File: config.mk
export PLATFORM = sky130hd
export DESIGN_NAME = enemy_2_renderer
export DESIGN_NICKNAME = d
export VERILOG_FILES = /design/src/rtl/enemy_2_renderer.sv
export SDC_FILE = /design/constraint.sdc
export NUM_CORES = 1
export LEC_CHECK = 0
export BUFFER_PORTS_ARGS = -buffer_cell sky130_fd_sc_hd__clkbuf_2
export CAP_MARGIN = 10
export CORE_MARGIN = 2
export CORE_UTILIZATION = 45
export CTS_CLUSTER_DIAMETER = 50
export DETAILED_ROUTE_END_ITERATION = 8
export GPL_TIMING_DRIVEN = 0
export PLACE_DENSITY = 0.7
export SKIP_CTS_REPAIR_TIMING = 1
export SLEW_MARGIN = 20
export SYNTH_ARGS = -nofsm -noshare
export SYNTH_HDL_FRONTEND = slang
export SYNTH_SLANG_ARGS = --single-unit
File: constraint.sdc
create_clock -name clk -period 4.49 [get_ports clk]
set_clock_uncertainty 0.05 [all_clocks]
set_input_delay 0.2245 -clock clk [delete_from_list [all_inputs] [get_ports clk]]
set_output_delay 0.2245 -clock clk [all_outputs]
set_load 0.005 [all_outputs]
File: src/rtl/enemy_2_renderer.sv
// Enemy-2 motion controller (bounce-and-descend, hit/respawn) and per-pixel sprite renderer.
// Optional `ENEMY_2_MIRROR_EN: draw the sprite horizontally mirrored while moving left.
module enemy_2_renderer #(
    parameter int ADDRESS        = 10,
    parameter int COLOR_BITS     = 24,
    parameter int SCREEN_W       = 640,
    parameter int SCREEN_H       = 480,
    parameter int X_START        = 0,
    parameter int Y_START        = 64,
    parameter int STEP_X         = 2,
    parameter int STEP_Y         = 16,
    parameter int RESPAWN_FRAMES = 120,
    parameter logic [COLOR_BITS-1:0] TRANSPARENT = 'hFF00FF
) (
    input  logic                  clk,
    input  logic                  rst,
    input  logic                  frame_tick,
    input  logic                  video_on,
    input  logic [9:0]            hcount,
    input  logic [9:0]            vcount,
    input  logic                  hit,
    output logic [ADDRESS-1:0]    rom_addr,
    input  logic [COLOR_BITS-1:0] rom_data,
    output logic                  pix_valid,
    output logic [COLOR_BITS-1:0] pix_rgb,
    output logic [9:0]            enemy_x,
    output logic [9:0]            enemy_y,
    output logic                  alive
);

    localparam int HALF     = ADDRESS / 2;
    localparam int SPRITE_W = 1 << HALF;
    localparam int SPRITE_H = SPRITE_W;
    localparam int CNT_W    = (RESPAWN_FRAMES > 1) ? $clog2(RESPAWN_FRAMES) : 1;

    typedef enum logic [1:0] {MOVE_R, MOVE_L, DEAD} state_t;

    state_t             state_q;
    logic [9:0]         x_q, y_q;
    logic               alive_q;
    logic [CNT_W-1:0]   cnt_q;
    logic               pix_valid_q;
    logic [COLOR_BITS-1:0] pix_rgb_q;

    logic               wall_r, wall_l;
    logic [9:0]         y_down_d;

    // Wall tests use 12-bit sums so x/y plus sprite size cannot wrap.
    always_comb begin
        wall_r = ({2'b00, x_q} + 12'(STEP_X) + 12'(SPRITE_W)) > 12'(SCREEN_W);
        wall_l = x_q < 10'(STEP_X);
        if (({2'b00, y_q} + 12'(STEP_Y) + 12'(SPRITE_H)) > 12'(SCREEN_H))
            y_down_d = 10'(Y_START);
        else
            y_down_d = y_q + 10'(STEP_Y);
    end

    always_ff @(posedge clk or posedge rst) begin
        if (rst) begin
            state_q <= MOVE_R;
            x_q     <= 10'(X_START);
            y_q     <= 10'(Y_START);
            alive_q <= 1'b1;
            cnt_q   <= '0;
        end else if (hit && state_q != DEAD) begin
            // hit outranks a coincident frame_tick: no move is applied
            state_q <= DEAD;
            alive_q <= 1'b0;
            cnt_q   <= '0;
        end else if (frame_tick) begin
            case (state_q)
                MOVE_R: begin
                    if (wall_r) begin
                        x_q     <= 10'(SCREEN_W - SPRITE_W);
                        y_q     <= y_down_d;
                        state_q <= MOVE_L;
                    end else begin
                        x_q <= x_q + 10'(STEP_X);
                    end
                end
                MOVE_L: begin
                    if (wall_l) begin
                        x_q     <= '0;
                        y_q     <= y_down_d;
                        state_q <= MOVE_R;
                    end else begin
                        x_q <= x_q - 10'(STEP_X);
                    end
                end
                DEAD: begin
                    if (cnt_q == CNT_W'(RESPAWN_FRAMES - 1)) begin
                        x_q     <= 10'(X_START);
                        y_q     <= 10'(Y_START);
                        alive_q <= 1'b1;
                        cnt_q   <= '0;
                        state_q <= MOVE_R;
                    end else begin
                        cnt_q <= cnt_q + 1'b1;
                    end
                end
                default: state_q <= MOVE_R;
            endcase
        end
    end

    logic [9:0]      row, col;
    logic            in_box, draw;
    logic [HALF-1:0] col_idx;

    // Unsigned differences: scan positions left of / above the box wrap high and fail.
    always_comb begin
        row    = vcount - y_q;
        col    = hcount - x_q;
        in_box = (row < 10'(SPRITE_H)) && (col < 10'(SPRITE_W));
`ifdef ENEMY_2_MIRROR_EN
        col_idx = (state_q == MOVE_L) ? ~col[HALF-1:0] : col[HALF-1:0];
`else
        col_idx = col[HALF-1:0];
`endif
        rom_addr = in_box ? {row[HALF-1:0], col_idx} : '0;
        draw     = in_box && alive_q && video_on && (rom_data != TRANSPARENT);
    end

    always_ff @(posedge clk or posedge rst) begin
        if (rst) begin
            pix_valid_q <= 1'b0;
            pix_rgb_q   <= '0;
        end else begin
            pix_valid_q <= draw;
            pix_rgb_q   <= draw ? rom_data : '0;
        end
    end

    assign pix_valid = pix_valid_q;
    assign pix_rgb   = pix_rgb_q;
    assign enemy_x   = x_q;
    assign enemy_y   = y_q;
    assign alive     = alive_q;

endmodule

==> flow_summary.json, run 1 <==
{
  "dieArea_um2": 9590,
  "drive_above_1_share_pct": 27.0,
  "async_flop_share_pct": 100,
  "synth_top_area_share_pct": 30.2,
  "drt_iter0_markers": 151,
  "start_util_pct": 46.0,
  "slowest_stage": "dfrtp_1",
  "portBuffers": 99,
  "first_pass_iters": 4,
  "cts_buffer_depth": 2,
  "wl_per_cell_um": 15.5,
  "syn_inst": 455,
  "die_x_um": 97.9,
  "htreeDepth": 2,
  "n_antenna_cell": 0,
  "yosysTopAreaCell": "dfrtp_1",
  "place_inst": 669,
  "final_cell_count_no_fill": 678,
  "ir_drop_uv": 226,
  "final_util_pct": 55.1,
  "vias": 3928,
  "maxCapViolCount": 0,
  "clock-root-buffer": "clkbuf_8",
  "cp-end-kind": "primary output",
  "grt.total_usage_pct": 21.5,
  "via_per_inst": 5.79,
  "slew_headroom_pct": 52.4,
  "tightest_slew_ns": 0.707,
  "drc": 0,
  "die_y_um": 97.9,
  "areaGrowthSynthToFinish_pct": 19.9,
  "synth_area_leaders": "dfrtp_1, ha_1, nor4_2",
  "hold_path.class": "input port to flip-flop",
  "gp_congestion": 0.870,
  "fin_total_pwr_uw": 2140,
  "fin_setup_tns_ns": 0,
  "placed_area_um2": 4640,
  "fillCellCount": 818,
  "synth.distinct_cells": 70,
  "overflow": 0,
  "seq_area_frac_synth_pct": 31.6,
  "grt_pass1_vias": 3685,
  "totalWireLength_um": 10500,
  "ios": 105,
  "num_rows": 34,
  "ant_nets": 0,
  "syn-cell-area_um2": 3970,
  "power_density_nw_per_um2": 450,
  "dp_hpwl_um": 8250,
  "cts_tree": "yes",
  "hold_violations": 0,
  "grt_pass1_wl_um": 17300,
  "fin_crit_ns": 3.88,
  "critPathBufInv": 3,
  "clock.fmax_ghz": 0.258,
  "synth_ff_type": "dfrtp_1",
  "path_class": "flip-flop to primary output",
  "crit_path_max_incr_delay_ns": 0.59,
  "status": "finished clean",
  "cp_cell_sequence": "inv_1 -> ha_1 -> o21a_1 -> o211ai_1 -> a2111oi_0 -> a211oi_1 -> nand2_1 -> clkbuf_1 -> nor4_1 -> clkbuf_2",
  "p_leak_uw": 0.00212,
  "design_area_um2": 4760,
  "final_nets": 644,
  "cpLargestDelayFamily": "compound AO/OA/AOI/OAI gates",
  "grt_max_degree": 27,
  "crit_required_ns": 4.22,
  "clk_pin_slew_worst_paths_ns": 0.09,
  "critPathLaunchType": "flip-flop",
  "drv_slew": 0,
  "avgSynthCellArea_um2": 8.73,
  "final_common_cell": "clkbuf_2",
  "rsz0062_at_grt": "no",
  "clock-sinks": 50,
  "synth_edf_count": 0,
  "finalSetupViolations": 0,
  "final_cell_mix": "clkbuf_2, dfrtp_1, nand2_1",
  "arrival_ns": 3.61,
  "ys_seq_elements": 50,
  "clk_latency_ns": 0.31,
  "yosysWarnings": 0,
  "finalCritPeriodShare_pct": 86.5,
  "design.core.area_um2": 8640,
  "cts_buffers": 5,
  "antenna_found_initial": 0,
  "crit_fanout": 10
}
-- final cells by class --
cell class	count	area [um^2]	share of cell area, %
Sequential cell	50	1250	26.3
Clock buffer	7	76.3	1.60
Inverter	25	93.8	1.97
Clock inverter	1	30.0	0.631
Tap cell	108	135	2.84
Buffer	33	175	3.68
Multi-Input combinational cell	353	2470	51.9
Timing Repair Buffer	101	526	11.0
-- logic make-up after synthesis --
logic type,share of synthesized area (%)
buf+inv,6.77
simple gates,28.6
other cells,0.189
fa+ha+maj,8.38
compound gates,20.6
mux,1.29
flops,31.6
xor+xnor,2.65
-- flip-flops by register name (all words and copies together) (netlist names) --
signal     flops
alive          1
cnt_q          7
enemy_x        9
enemy_y        6
pix_rgb       24
pix_valid      1
state_q        2
-- worst reg2reg max path, cell delays in order, from the launching register on --
cell	delay (ns)
dfrtp_1	0.59
inv_1	0.19
ha_1	0.31
o21a_1	0.18
o211ai_1	0.36
a2111oi_0	0.18
a211oi_1	0.41
nand2_1	0.23
buf_1	0.33
nor4_2	0.36
-- synth_stat cells (7+ instances only) --
library cell	count
nand2_1	34
dfrtp_1	48
o21ai_0	22
nor4_2	18
nor3_1	12
nor2_1	31
a21oi_1	17
nand3_1	33
ha_1	25
nor4_1	17
clkbuf_1	16
inv_1	25
a21o_1	7
a31oi_1	7
-- final timing paths --
| check | endpoint | slack [ns] | from | cells after the start |
|---|---|---|---|---|
| setup reg to reg | pix_rgb[15] | 1.17 | enemy_x[1] | 9 |
| hold / removal | pix_rgb[13] | 0.08 | rom_data[13] | 3 |
| hold reg to reg | cnt_q[6] | 0.45 | cnt_q[6] | 1 |
| max in group asynchronous | alive | 3.33 | rst | 4 |
| setup / recovery | rom_addr[7] | 0.61 | enemy_x[1] | 10 |
| min in group asynchronous | pix_rgb[2] | 0.44 | rst | 3 |
-- layer usage --
metal / track usage [%] / vias to the layer above / part of all wire (%)
li1: - / 1934 / -
met1: 27.0 / 1858 / 42
met2: 38.6 / 124 / 51
met3: 3.08 / 12 / 5.2
met4: 5.56 / 0 / 1.4
met5: 0 / - / 0
-- through the flow --
| step | worst slack (ns) | hold WS [ns] |
|---|---|---|
| after global placement | 1.03 | 0.404 |
| after floorplan | 1.60 | 0.288 |
| after CTS | 0.566 | -0.107 |
| after detailed placement | 0.930 | 0.235 |
| after global routing | 0.261 | 0.0786 |
| final | 0.607 | 0.0825 |
-- where the power goes --
group | leakage (uW) | switching [uW] | internal [uW] | total [uW]
Combinational | 0.00142 | 766 | 437 | 1200
Clock | 0.0000524 | 157 | 167 | 324
Sequential | 0.000648 | 91.7 | 523 | 614
Total | 0.00212 | 1010 | 1130 | 2140
Note: power is estimated with default switching activity, not from simulation.
==> run 2, diff against run 1 <==
--- a/config.mk
+++ b/config.mk
@@ -5,12 +5,14 @@
 export SDC_FILE = /design/constraint.sdc
 export NUM_CORES = 1
 export LEC_CHECK = 0
+export ABC_AREA = 1
 export BUFFER_PORTS_ARGS = -buffer_cell sky130_fd_sc_hd__clkbuf_2
 export CAP_MARGIN = 10
 export CORE_MARGIN = 2
 export CORE_UTILIZATION = 45
 export CTS_CLUSTER_DIAMETER = 50
 export DETAILED_ROUTE_END_ITERATION = 8
+export GPL_ROUTABILITY_DRIVEN = 0
 export GPL_TIMING_DRIVEN = 0
 export PLACE_DENSITY = 0.7
 export SKIP_CTS_REPAIR_TIMING = 1
==> run 2 against run 1 <==
  * Die area is 4.5% lower
  * Hold slack got worse by 0.011 ns
  * Clock power decreased by 3%
  * First-iteration DRC count is 41% higher
  * Maximum frequency increased by 30%
  * Critical path depth grew 2
  * Routed wire length down 16%
  * Worst setup slack gained 0.90 ns
==> flow_summary.json, run 2 <==
{
  "design.core.area_um2": 8180,
  "pre_cts_slack_ns": 1.85,
  "die_y_um": 95.7,
  "ios": 105,
  "synth_edf_count": 0,
  "synth_fa_ha_area_share_pct": 8.79,
  "hold_path.class": "input port to flip-flop",
  "htreeDepth": 2,
  "yosysTopAreaCell": "dfrtp_1",
  "clk_pin_slew_worst_paths_ns": 0.09,
  "min-delay-start": "rom_data[3]",
  "grt.total_usage_pct": 20.2,
  "status": "finished clean",
  "async_flop_share_pct": 100,
  "finalCritPeriodShare_pct": 66.3,
  "ant_nets": 0,
  "drv_slew": 0,
  "synth.distinct_cells": 40,
  "cts_buffers": 5,
  "crit_fanout": 10,
  "largest_reg_flops": 24,
  "finalSetupViolations": 0,
  "seq_area_frac_synth_pct": 33.1,
  "synth_area_leaders": "dfrtp_1, nand2_1, inv_1",
  "clock.fmax_ghz": 0.336,
  "final_cell_mix": "nand2_1, clkbuf_2, inv_1",
  "yosysWarnings": 0,
  "avgSynthCellArea_um2": 7.14,
  "dp_hpwl_um": 7250,
  "final_cell_count_no_fill": 750,
  "fillCellCount": 789,
  "n_antenna_cell": 0,
  "synth_ff_type": "dfrtp_1",
  "cts_buffer_depth": 2,
  "portBuffers": 99,
  "areaGrowthSynthToFinish_pct": 20.9,
  "grt_pass1_wl_um": 14900,
  "overflow": 0,
  "die_x_um": 95.7,
  "critPathLaunchType": "flip-flop",
  "num_rows": 33,
  "crit_required_ns": 4.22,
  "clk_latency_ns": 0.30,
  "fin_total_pwr_uw": 2310,
  "drc": 0,
  "synth_top_area_share_pct": 31.7,
  "synth_top_family_by_area": "simple AND/OR/NAND/NOR gates",
  "fin_setup_tns_ns": 0,
  "grt_max_degree": 36,
  "clock-root-buffer": "clkbuf_8",
  "clock-sinks": 50,
  "synth-simple-area-share_pct": 32.3,
  "rsz0062_at_grt": "no",
  "placed_area_um2": 4450,
  "r2r-end": "pix_rgb[17]",
  "via_per_inst": 4.90,
  "fin_ws_ns": 1.51,
  "cts_tree": "yes",
  "startpoint": "enemy_x[5]",
  "first_pass_iters": 5,
  "drive_above_1_share_pct": 25.0,
  "maxCapViolCount": 0,
  "register_area_um2": 1250,
  "final_nets": 719,
  "grt_pass1_vias": 3512,
  "syn-cell-area_um2": 3780,
  "place_inst": 741,
  "endpoint": "rom_addr[7]",
  "synth_compound_area_share_pct": 8.43,
  "hold_violations": 0,
  "multi_input_area_um2": 2090,
  "synth_xor_area_share_pct": 4.86,
  "antenna_found_initial": 0,
  "cp-end-kind": "primary output",
  "synthTopCellsByCount": "nand2_1, inv_1, nor2_1",
  "arrival_ns": 2.70,
  "vias": 3672,
  "totalWireLength_um": 8810,
  "p_leak_uw": 0.00265,
  "design_area_um2": 4570,
  "dieArea_um2": 9160,
  "start_util_pct": 46.3,
  "muxShareOfSynthArea_pct": 0,
  "drt_iter0_markers": 213,
  "syn_inst": 530,
  "r2r_cells": 12,
  "rrSetupSlack_ns": 2.04,
  "fin_crit_ns": 2.98,
  "power_density_nw_per_um2": 504,
  "yosysMostFrequentCell": "nand2_1",
  "ir_drop_uv": 265,
  "path_class": "flip-flop to primary output",
  "timing.rr.start": "enemy_x[5]",
  "wl_per_cell_um": 11.7,
  "ys_seq_elements": 50,
  "final_common_cell": "nand2_1"
}
run 2: cell types whose count changed in the layout (fill, tap and decap cells not counted), sizes merged, moves of 9 or more:
| cell | delta |
|---|---|
| nand2 | +75 |
| inv | +69 |
| nor2 | +61 |
| nor4 | -32 |
| clkbuf | -17 |
| nand4 | +11 |
| xor2 | +11 |
| nor3 | -9 |
run 2: how the worst min path moves through the flow:
stage | depth (start not counted) | endpoint | slack, ns
CTS | 2 | pix_valid | -0.18
global route | 3 | pix_rgb[2] | 0.08
detailed placement | 2 | pix_valid | 0.15
finish | 3 | pix_rgb[3] | 0.07
floorplan | 2 | pix_rgb[0] | 0.28
global placement | 3 | pix_rgb[3] | 0.39
run 2: per-stage QoR:
stage | utilization (%) | hold slack, ns
after floorplan | - | 0.281
after detailed placement | 54.5 | 0.151
final | 56.0 | 0.0714
after global placement | 54.2 | 0.387
after CTS | 55.8 | -0.180
after global routing | 56.0 | 0.0760
run 2: layout make-up:
cell class | instances | area share (%)
buffer | 13 | 2.35
clock buffer | 6 | 1.59
sequential | 50 | 27.4
inverter | 95 | 7.80
multi-input combinational | 378 | 45.7
timing repair buffer | 101 | 11.5
tap | 105 | 2.87
clock inverter | 2 | 0.821
run 2: routing by layer:
| layer | vias up | share of wire, % | global-route usage [%] |
|---|---|---|---|
| met3 | 9 | 7.5 | 5.09 |
| met2 | 124 | 48 | 35.7 |
| met5 | - | 0 | 0 |
| li1 | 1881 | - | - |
| met1 | 1658 | 43 | 24.5 |
| met4 | 0 | 1.2 | 5.24 |
run 2: logic make-up after synthesis:
kind of cell,Yosys count
AO/OA/AOI/OAI,56
XOR/XNOR,21
adder cells (fa/ha/maj),26
buffers and inverters,108
flip-flops,50
other,2
AND/OR/NAND/NOR,267
run 2: worst max-delay path: stages, from the launching register on:
cell	delay [ns]
dfrtp_1	0.51
inv_2	0.15
ha_1	0.37
a21oi_2	0.21
nor2_1	0.06
nor2_1	0.11
nand3_1	0.08
nand2_1	0.08
nand3_1	0.09
nor2_2	0.17
nand3_2	0.24
a21oi_1	0.20
clkbuf_2	0.14
run 2: power by group:
| part | switching [uW] | total [uW] | internal, uW |
|---|---|---|---|
| logic | 840 | 1340 | 500 |
| registers | 115 | 652 | 538 |
| clock network | 147 | 313 | 166 |
==> run 3, diff against run 2 <==
--- a/config.mk
+++ b/config.mk
@@ -5,7 +5,7 @@
 export SDC_FILE = /design/constraint.sdc
 export NUM_CORES = 1
 export LEC_CHECK = 0
-export ABC_AREA = 1
+export ABC_AREA = 0
 export BUFFER_PORTS_ARGS = -buffer_cell sky130_fd_sc_hd__clkbuf_2
 export CAP_MARGIN = 10
 export CORE_MARGIN = 2
==> constraint.sdc (replaced) <==
create_clock -name clk -period 2.9 [get_ports clk]
set_clock_uncertainty 0.05 [all_clocks]
set_input_delay 0.145 -clock clk [delete_from_list [all_inputs] [get_ports clk]]
set_output_delay 0.145 -clock clk [all_outputs]
set_load 0.005 [all_outputs]
==> run 3 against run 2 <==
  * The flow now finishes with violations (negative setup slack)
  * Via count up 12%
  * Register-to-register slack worse by 2.1 ns
  * Utilization up 6.0 points
==> flow_summary.json, run 3 (synthesis results as in run 1) <==
{
  "arrival_ns": 2.95,
  "placed_area_um2": 4640,
  "p_leak_uw": 0.00237,
  "cts_buffers": 5,
  "via_per_inst": 5.82,
  "start_util_pct": 46.0,
  "hold_path.class": "input port to flip-flop",
  "path_class": "flip-flop to primary output",
  "status": "finished, violations left",
  "final_nets": 670,
  "drc": 0,
  "design_area_um2": 5350,
  "finalCritPeriodShare_pct": 109,
  "cts_tree": "yes",
  "grt_pass1_wl_um": 17300,
  "n_antenna_cell": 0,
  "vias": 4097,
  "final_cell_mix": "clkbuf_2, dfrtp_1, buf_4",
  "power_density_nw_per_um2": 733,
  "largest_reg_flops": 24,
  "antenna_found_initial": 0,
  "dp_hpwl_um": 8250,
  "clock-root-buffer": "clkbuf_8",
  "finalSetupViolations": 12,
  "crit_fanout": 6,
  "critPathLaunchType": "flip-flop",
  "grt.total_usage_pct": 21.5,
  "hold_violations": 0,
  "drv_slew": 0,
  "grt_pass1_vias": 3685,
  "fin_ws_ns": -0.248,
  "slew_headroom_pct": 54.4,
  "ant_nets": 0,
  "clk_pin_slew_worst_paths_ns": 0.10,
  "first_pass_iters": 6,
  "final_common_cell": "clkbuf_2",
  "grt_max_degree": 27,
  "final_util_pct": 62.0,
  "clock-sinks": 50,
  "drt_iter0_markers": 198,
  "violations": "negative setup slack",
  "overflow": 0,
  "crit_required_ns": 2.71,
  "cts_buffer_depth": 2,
  "pre_cts_slack_ns": -0.580,
  "ios": 105,
  "cp-end-kind": "primary output",
  "design.core.area_um2": 8640,
  "clock.fmax_ghz": 0.318,
  "clk_latency_ns": 0.31,
  "die_y_um": 97.9,
  "fin_total_pwr_uw": 3920,
  "fin_crit_ns": 3.15,
  "wl_per_cell_um": 16.5,
  "drive_above_1_share_pct": 38.1,
  "areaGrowthSynthToFinish_pct": 34.8,
  "portBuffers": 99,
  "tightest_slew_ns": 0.678,
  "num_rows": 34,
  "dieArea_um2": 9590,
  "maxCapViolCount": 0,
  "die_x_um": 97.9,
  "totalWireLength_um": 11600,
  "rsz0062_at_grt": "yes",
  "htreeDepth": 2,
  "ir_drop_uv": 353
}
## run 3: area by class of cell
class                   count  area, um^2
multi-input cells         353        2770
well taps                 108         135
inverters                  25         101
fillers                   742        3280
plain buffers              30         229
clock inverters             1        30.0
flip-flops and latches     50        1260
repair buffers            130         749
clock buffers               7        76.3
## run 3: per-stage QoR
step / cells / TNS (ns) / hold WS (ns)
2_1_floorplan: 461 / 0 / 0.208
3_3_place_gp: 668 / -9.15 / 0.324
3_5_place_dp: 669 / -12.13 / 0.155
4_1_cts: 677 / -16.57 / -0.186
5_1_grt: 704 / -6.12 / 0.000239
6_report: 704 / -2.09 / 0.000929
## run 3: final timing paths
check	start	cells after the start	to	slack, ns
setup reg to reg	enemy_y[4]	11	pix_rgb[20]	-0.05
setup / recovery	enemy_x[1]	10	rom_addr[3]	-0.25
max in group asynchronous	rst	4	enemy_y[6]	1.82
min in group asynchronous	rst	3	pix_rgb[2]	0.36
hold reg to reg	cnt_q[6]	1	cnt_q[6]	0.45
hold / removal	rom_data[13]	3	pix_rgb[13]	0.0009
## run 3: critical path, cell delays in order, from the launching register on
cell	delay [ns]
dfrtp_2	0.45
inv_4	0.09
ha_4	0.19
o21a_1	0.19
o211ai_1	0.39
a2111oi_0	0.22
a211oi_2	0.31
nand2_2	0.21
buf_8	0.19
nor4_4	0.23
buf_2	0.16
## run 3: per-layer routing
layer  track usage, %  share of wire, %  routed length (um)  vias up
met5                0                 0                   0        -
met4             5.56               1.3                 149        0
met3             3.08               5.9                 686       15
met2             38.6                52                6060      159
met1             27.0                41                4700     1938
li1                 -                 -                   -     1985
## run 3: where the power goes
group          internal, uW  switching [uW]  total (uW)
registers               814             109         923
clock network           259             247         505
logic                  1000            1500        2500
total                  2070            1850        3920
